**src/rtl/mmio_ctrl_pkg.sv**
```systemverilog
// Shared I/O-space definitions: base select, register offsets and decode helper
// used by the MMIO controller, the stage-3 load mux and software headers.
package mmio_ctrl_pkg;

  localparam logic [1:0] MMIO_IO_BASE_HI = 2'b10;

  localparam logic [7:0] MMIO_UART_CTRL = 8'h00;
  localparam logic [7:0] MMIO_UART_RX   = 8'h04;
  localparam logic [7:0] MMIO_UART_TX   = 8'h08;
  localparam logic [7:0] MMIO_CYC       = 8'h10;
  localparam logic [7:0] MMIO_INST      = 8'h14;
  localparam logic [7:0] MMIO_CNT_RST   = 8'h18;

  typedef enum logic [2:0] {
    REG_CTRL,
    REG_RX,
    REG_TX,
    REG_CYC,
    REG_INST,
    REG_CNT_RST,
    REG_NONE
  } mmio_reg_e;

  // Decodes a word index (offset[7:2]); byte lanes within a word alias.
  function automatic mmio_reg_e decode_reg(input logic [5:0] word);
    mmio_reg_e r;
    case (word)
      MMIO_UART_CTRL[7:2]: r = REG_CTRL;
      MMIO_UART_RX[7:2]:   r = REG_RX;
      MMIO_UART_TX[7:2]:   r = REG_TX;
      MMIO_CYC[7:2]:       r = REG_CYC;
      MMIO_INST[7:2]:      r = REG_INST;
      MMIO_CNT_RST[7:2]:   r = REG_CNT_RST;
      default:             r = REG_NONE;
    endcase
    return r;
  endfunction

endpackage

```
**src/rtl/mmio_ctrl_io_counter.sv**
```systemverilog
// Wrapping event counter with synchronous clear; clear wins over increment.
module io_counter #(
  parameter int unsigned CNT_W = 32
) (
  input  logic             clk,
  input  logic             rst,
  input  logic             clr,
  input  logic             inc,
  output logic [CNT_W-1:0] q
);

  logic [CNT_W-1:0] q_q, q_d;

  always_comb begin
    q_d = q_q;
    if (clr) begin
      q_d = '0;
    end else if (inc) begin
      q_d = q_q + CNT_W'(1);
    end
  end

  always_ff @(posedge clk) begin
    if (rst) begin
      q_q <= '0;
    end else begin
      q_q <= q_d;
    end
  end

  assign q = q_q;

endmodule

```
**src/rtl/mmio_ctrl.sv**
```systemverilog
// MMIO controller: UART RX pop / TX holding register, cycle and retired
// instruction counters, and a registered one-cycle-latency read port.
module mmio_ctrl
  import mmio_ctrl_pkg::*;
#(
  parameter int unsigned CNT_W      = 32,
  parameter logic [1:0]  IO_BASE_HI = MMIO_IO_BASE_HI
) (
  input  logic        clk,
  input  logic        rst,
  input  logic [31:0] addr,
  input  logic [31:0] wdata,
  input  logic        re,
  input  logic        we,
  input  logic        instr_retire,
  input  logic [7:0]  uart_rx_data,
  input  logic        uart_rx_valid,
  output logic        uart_rx_ready,
  output logic [7:0]  uart_tx_data,
  output logic        uart_tx_valid,
  input  logic        uart_tx_ready,
  output logic [31:0] rdata
);

  logic      sel;
  logic      rd_en;
  logic      wr_en;
  mmio_reg_e reg_sel;

  assign sel     = (addr[31:30] == IO_BASE_HI);
  assign reg_sel = decode_reg(addr[7:2]);
  // A store takes precedence over a simultaneous load, so the load side
  // (including the RX pop) is suppressed whenever we is high.
  assign rd_en   = sel & re & ~we;
  assign wr_en   = sel & we;

  logic unused_addr_data;
  assign unused_addr_data = ^{addr[29:8], addr[1:0], wdata[31:8]};

  logic             cnt_clr;
  logic [CNT_W-1:0] cyc_cnt;
  logic [CNT_W-1:0] inst_cnt;

  assign cnt_clr = wr_en & (reg_sel == REG_CNT_RST);

  io_counter #(.CNT_W(CNT_W)) u_cyc_cnt (
    .clk (clk),
    .rst (rst),
    .clr (cnt_clr),
    .inc (1'b1),
    .q   (cyc_cnt)
  );

  io_counter #(.CNT_W(CNT_W)) u_inst_cnt (
    .clk (clk),
    .rst (rst),
    .clr (cnt_clr),
    .inc (instr_retire),
    .q   (inst_cnt)
  );

  logic [31:0] rdata_q, rdata_d;
  logic [7:0]  tx_data_q, tx_data_d;
  logic        tx_valid_q, tx_valid_d;
  logic [31:0] rd_val;
  logic        tx_fire;
  logic        tx_load;

  always_comb begin
    rd_val = '0;
    case (reg_sel)
      REG_CTRL: rd_val = {30'b0, uart_rx_valid, ~tx_valid_q & uart_tx_ready};
      REG_RX:   rd_val = {24'b0, uart_rx_data};
      REG_CYC:  rd_val = 32'(cyc_cnt);
      REG_INST: rd_val = 32'(inst_cnt);
      default:  rd_val = '0;
    endcase
  end

  assign tx_fire = tx_valid_q & uart_tx_ready;
  assign tx_load = wr_en & (reg_sel == REG_TX) & (~tx_valid_q | tx_fire);

  always_comb begin
    rdata_d    = rdata_q;
    tx_data_d  = tx_data_q;
    tx_valid_d = tx_valid_q;
    if (rd_en) begin
      rdata_d = rd_val;
    end
    if (tx_load) begin
      tx_data_d  = wdata[7:0];
      tx_valid_d = 1'b1;
    end else if (tx_fire) begin
      tx_valid_d = 1'b0;
    end
  end

  always_ff @(posedge clk) begin
    if (rst) begin
      rdata_q    <= '0;
      tx_data_q  <= '0;
      tx_valid_q <= 1'b0;
    end else begin
      rdata_q    <= rdata_d;
      tx_data_q  <= tx_data_d;
      tx_valid_q <= tx_valid_d;
    end
  end

  assign uart_rx_ready = ~rst & rd_en & (reg_sel == REG_RX) & uart_rx_valid;
  assign uart_tx_data  = tx_data_q;
  assign uart_tx_valid = tx_valid_q;
  assign rdata         = rdata_q;

endmodule

```
**config.mk**
```make
export PLATFORM = sky130hd
export DESIGN_NAME = mmio_ctrl
export DESIGN_NICKNAME = d
export VERILOG_FILES = /design/src/rtl/mmio_ctrl_pkg.sv /design/src/rtl/mmio_ctrl_io_counter.sv /design/src/rtl/mmio_ctrl.sv
export SDC_FILE = /design/constraint.sdc
export NUM_CORES = 1
export LEC_CHECK = 0
export ABC_AREA = 1
export BUFFER_PORTS_ARGS = -buffer_cell sky130_fd_sc_hd__buf_4
export CAP_MARGIN = 10
export CORE_ASPECT_RATIO = 0.9
export CORE_MARGIN = 8
export CORE_UTILIZATION = 54
export CTS_CLUSTER_DIAMETER = 80
export DETAILED_ROUTE_END_ITERATION = 8
export MAX_ROUTING_LAYER = met4
export PLACE_DENSITY = 0.76
export RECOVER_POWER = 25
export SYNTH_ARGS = -nofsm -noshare
export SYNTH_HDL_FRONTEND = slang
export SYNTH_SLANG_ARGS = --single-unit
```
**constraint.sdc**
```tcl
create_clock -name clk -period 2.1 [get_ports clk]
set_clock_uncertainty 0.05 [all_clocks]
set_input_delay 0.21 -clock clk [delete_from_list [all_inputs] [get_ports clk]]
set_output_delay 0.21 -clock clk [all_outputs]
set_load 0.02 [all_outputs]
```
# Word-level counts from Yosys, hierarchy flattened
# Cells that the tools add are included.
# op_classes
add_sub_neg	2
bitwise	15
reduce_logical	4
muxes	4
eq_ne	11
# op_table
operator	count
one-hot mux 32 bit (4 select lines)	1
adder 32 x 1 -> 32 bit (second input constant)	2
equality test 6 x 3 -> 1 bit (second input constant)	3
one-hot mux 3 bit (6 select lines)	1
bitwise AND 1 bit	11
equality test 3 x 2 -> 1 bit (second input constant)	2
equality test 3 bit (second input constant)	2
equality test 6 x 1 -> 1 bit (second input constant)	1
equality test 6 x 2 -> 1 bit (second input constant)	1
zero test 6 bit	1
equality test 3 x 1 -> 1 bit (second input constant)	1
zero test 3 bit	1
NOT 1 bit	3
equality test 2 bit (second input constant)	1
2-to-1 mux 1 bit	2
nonzero test 2 bit	1
OR reduction 2 bit	1
OR 1 bit	1
# totals
elab_cells	41
ff_bits	105
out_inout_bits	42
inputBits	79

# Logic depth before layout (Yosys ltp)
# depth
depth_word	6
ltp_mapped	10
mapped_depth_nobuf	10

# By module
# From an unflattened synthesis, not the netlist that was laid out.
# hier_totals
cells_unflattened	920
area_unflattened_um2	5955.7
# by_module_without_submodules
module	n_inst	cells_per_inst	seq_area_each_um2	area_each_um2
io_counter	2	284	640.6	1840.5
mmio_ctrl	1	352	820.8	2274.7

# Worst setup path after synthesis
# OpenSTA, ideal clock, no wires.
# synth_timing
path_type	input-to-output
from	in addr[30]
to	out uart_rx_ready
arrival_time_ps	1383
required_time_ps	1840
setup_slack_ps	457
path_buffers	1
stages	4
path_cell_list	inv_1 nand4_1 clkbuf_1 nor4_1
# synth_between
elab_chain_len	6
# synth_lines
element	line_no	text
from (decl)	mmio_ctrl.sv:11	input logic [31:0] addr,
equality test 2 bit	mmio_ctrl.sv:30	assign sel = (addr[31:30] == IO_BASE_HI);
bitwise AND 1 bit (2 in series)	mmio_ctrl.sv:34	assign rd_en = sel & re & ~we;
bitwise AND 1 bit (3 in series)	mmio_ctrl.sv:110	assign uart_rx_ready = ~rst & rd_en & (reg_sel == REG_RX) & uart_rx_valid;
to (decl)	mmio_ctrl.sv:18	output logic uart_rx_ready,
# No other way between the ends.

# Worst setup path after layout
# layout_timing
from	reg u_inst_cnt.q_q[0], in the netlist u_inst_cnt.q[0]
to	reg u_inst_cnt.q_q[26], in the netlist u_inst_cnt.q[26]
# layout_between
elab_chain_len	1
# layout_lines
element	line_no	text
from (decl)	mmio_ctrl_io_counter.sv:12	logic [CNT_W-1:0] q_q, q_d;
from (signal assigned)	mmio_ctrl_io_counter.sv:27	q_q <= q_d;
adder 32 x 1 -> 32 bit	mmio_ctrl_io_counter.sv:19	q_d = q_q + CNT_W'(1);
# No other way between the ends.
# A chain may end at the register's enable or synchronous reset.

==> results.toml <==
[timing]
worst_slew_pin_slew_ns = 0.565
fin_crit_ns = 1.73
setup_violations = 0
achievable-frequency_ghz = 0.577
rsz0062_at_grt = "false"
post-route-period-util_pct = 82.5
finalSetupTns_ns = 0
relSlewSlack_pct = 62.3
hold_violations = 0
slew_violations = 0

[route]
first_pass_iters = 7
routed_wl_um = 15400
wl_per_cell_um = 15.1
initialDrtViolationCount = 428
drcViolationCount = 0
vias = 5455
ant_nets = 0
viasPerCell = 5.35

[floorplanning]
die-area_mm2 = 0.0133
pin_count = 121
core_area_mm2 = 0.00966
start_util_pct = 55.3
die_h_um = 110
rows = 34
die-width_um = 121

[finish]
finalCoreUtilization_pct = 63.7
fill_cells = 907
fin_nets = 968
syn2layout_area_growth_pct = 15.3
drive_above_1_share_pct = 11.5

[synthesis]
synth_edf_count = 0
async_reset_ff_share_pct = 0
yosys_warnings = 0
synth_ff_type = "dfxtp_1"
postSynthCellCount = 821
synth_nets = 902
synthesis.area_mm2 = 0.00534
synth_cell_types = 31
ys_ff_latch = 105
avgSynthCellArea_um2 = 6.50
yosysTopAreaCellShare_pct = 39.4
ys_seq_area_share_pct = 39.4
synthTopCellsByArea = "dfxtp_1 39%, nand2_1 19%, a21oi_1 7.0%"
synth_largest_area_cell = "dfxtp_1"

[hold_path]
hp-class = "input port to register"

[job]
maxCapViolCount = 0

[critical_path]
r2r_cells = 8
worst-endpoint-arrival_ns = 1.96
path_class = "register to register"
r2r-start = "u_inst_cnt.q[0]"
startpoint_type = "register"
setup.worst_path.end = "u_inst_cnt.q[26]"
crit_fanout = 8
required_ns = 2.33
r2r_end = "u_inst_cnt.q[26]"
cp-startpoint = "u_inst_cnt.q[0]"
rrSetupSlack_ns = 0.37
worst_setup_path_end_kind = "register"

[global_routing]
grt_max_degree = 44
antenna_found_initial = 1
track_usage_pct = 23.7
grt_first_pass_wirelength_um = 24300
grt_overflow = 0
grt_pass1_vias = 5096

[cts]
insertion_delay_ns = 0.37
clockRootBuffer = "clkbuf_8"
postCtsHoldBufs = 0
cts.sinks = 105
clkTransAtPathRegs_ns = 0.10
cts_resized = 0
cts_setup_buffers = 0
cts_tree = "built"
h-tree-depth = 3
cts_inserted_buffers = 9
clockBufferDepth = 2

[power_and_ir_drop]
power_leakage_nw = 2.13
vdd_ir_drop_max_mv = 0.436
power_density_mw_per_mm2 = 601

[place]
routabilityCongestion = 0.953
numPortBuffers = 72
dpl.hpwl_um = 11900

[outcome]
status = "completed"
## cell families (layout without fill, tap and decap cells)
group | count (synthesis) | after routing | share of synthesized area [%]
buffers and inverters | 112 | 183 | 8.48
and+or+nand+nor | 472 | 472 | 37.8
xor gates and xnor gates | 17 | 17 | 2.79
adders and majority gates | 2 | 2 | 0.469
other | 0 | 1 | 0
DFF | 105 | 105 | 39.4
AOI/OAI and AO/OA | 113 | 113 | 11.1
## cells in the mapped netlist, types with 2 or more instances
library cell / count
nand2_1: 270
dfxtp_1: 105
nor2_1: 100
inv_1: 83
a21oi_1: 75
nand3_1: 44
o22ai_1: 18
nor3_1: 16
o21ai_0: 13
xor2_1: 13
buf_2: 12
nand4_1: 11
clkbuf_1: 9
nor2_2: 7
nor2_4: 5
inv_2: 4
nand3_2: 4
o21ai_1: 4
or2_2: 4
xnor2_1: 4
nor4_1: 3
a31oi_1: 2
buf_6: 2
ha_1: 2
nand2_2: 2
nand3b_1: 2
nor3_4: 2
nor3b_1: 2
## worst max-delay path, stage by stage (launching register included)
cell	delay, ns
dfxtp_1	0.39
ha_1	0.19
nand3_1	0.12
nor2_2	0.18
nand3_2	0.16
nor2_4	0.21
nand3_1	0.13
o21ai_0	0.17
nor2_1	0.05
## report_power, final
group	switching, mW	leakage [nW]	total (mW)	internal, mW
logic	0.0902	1.16	0.150	0.0594
registers	0.00900	0.846	2.01	2.00
clock network	0.710	0.127	1.54	0.829
## cell usage in the layout (no fill, tap or decap), types with 2 or more instances in the layout
cell       count
nor2_4         5
nor2_1       101
or2_2          4
o21ai_0       13
nor2_2         6
nor3b_1        2
o21ai_1        4
o22ai_1       18
inv_1         83
nand3_2        3
nand4_1       11
a21oi_1       75
nor3_1        16
inv_2          4
bufinv_16      3
nand3b_1       2
nor4_1         3
clkbuf_8      10
nor3_4         2
nand2_1      270
nand3_1       45
xnor2_1        4
xor2_1        13
clkbuf_1      19
buf_4         57
a31oi_1        2
nand2_2        2
dfxtp_1      105
ha_1           2
## sequential cells by signal, indices dropped and copies added (netlist names)
signal,flops
rdata,32
u_cyc_cnt.q,32
u_inst_cnt.q,32
uart_tx_data,8
uart_tx_valid,1
## area by class of cell
type | count | area (um2) | area share, %
Inverter | 88 | 333 | 5.41
Multi-Input combinational cell | 604 | 2780 | 45.1
Clock buffer | 10 | 138 | 2.24
Clock inverter | 6 | 113 | 1.83
Tap cell | 126 | 158 | 2.56
Antenna cell | 1 | 2.50 | 0.0407
Sequential cell | 105 | 2100 | 34.2
Timing Repair Buffer | 79 | 532 | 8.64
## worst min-delay path by stage
stage               cells after the start         endpoint       startpoint  slack (ns)
finish                                  3  uart_tx_data[1]         wdata[1]        0.03
global route                            3  uart_tx_data[1]         wdata[1]        0.02
CTS                                     3  uart_tx_data[1]         wdata[1]        0.02
detailed placement                      2        rdata[19]        rdata[19]        0.41
global placement                        2  uart_tx_data[3]  uart_tx_data[3]        0.40
floorplan                               2  uart_tx_data[0]         wdata[0]        0.30
## layer usage
metal	global-route usage (%)	up-vias	share of wire, %	routed length (um)
met2	38.6	164	48	7450
met5	-	-	0	0
met4	10.3	0	2.9	446
met3	5.50	30	6.7	1040
li1	-	2741	-	-
met1	27.8	2520	42	6480
## per-stage QoR
step	power, mW	instances	hold WS (ns)	area [um2]	setup WS, ns
after CTS	3.72	1018	0.0222	6230	0.361
after global placement	2.20	1002	0.404	5980	0.443
after detailed placement	2.20	1002	0.408	5980	0.388
final	3.70	1019	0.0317	6150	0.368
after global routing	3.81	1019	0.0240	6150	0.127
after floorplan	2.13	821	0.305	5340	0.457
(Power assumes the default switching activity.)
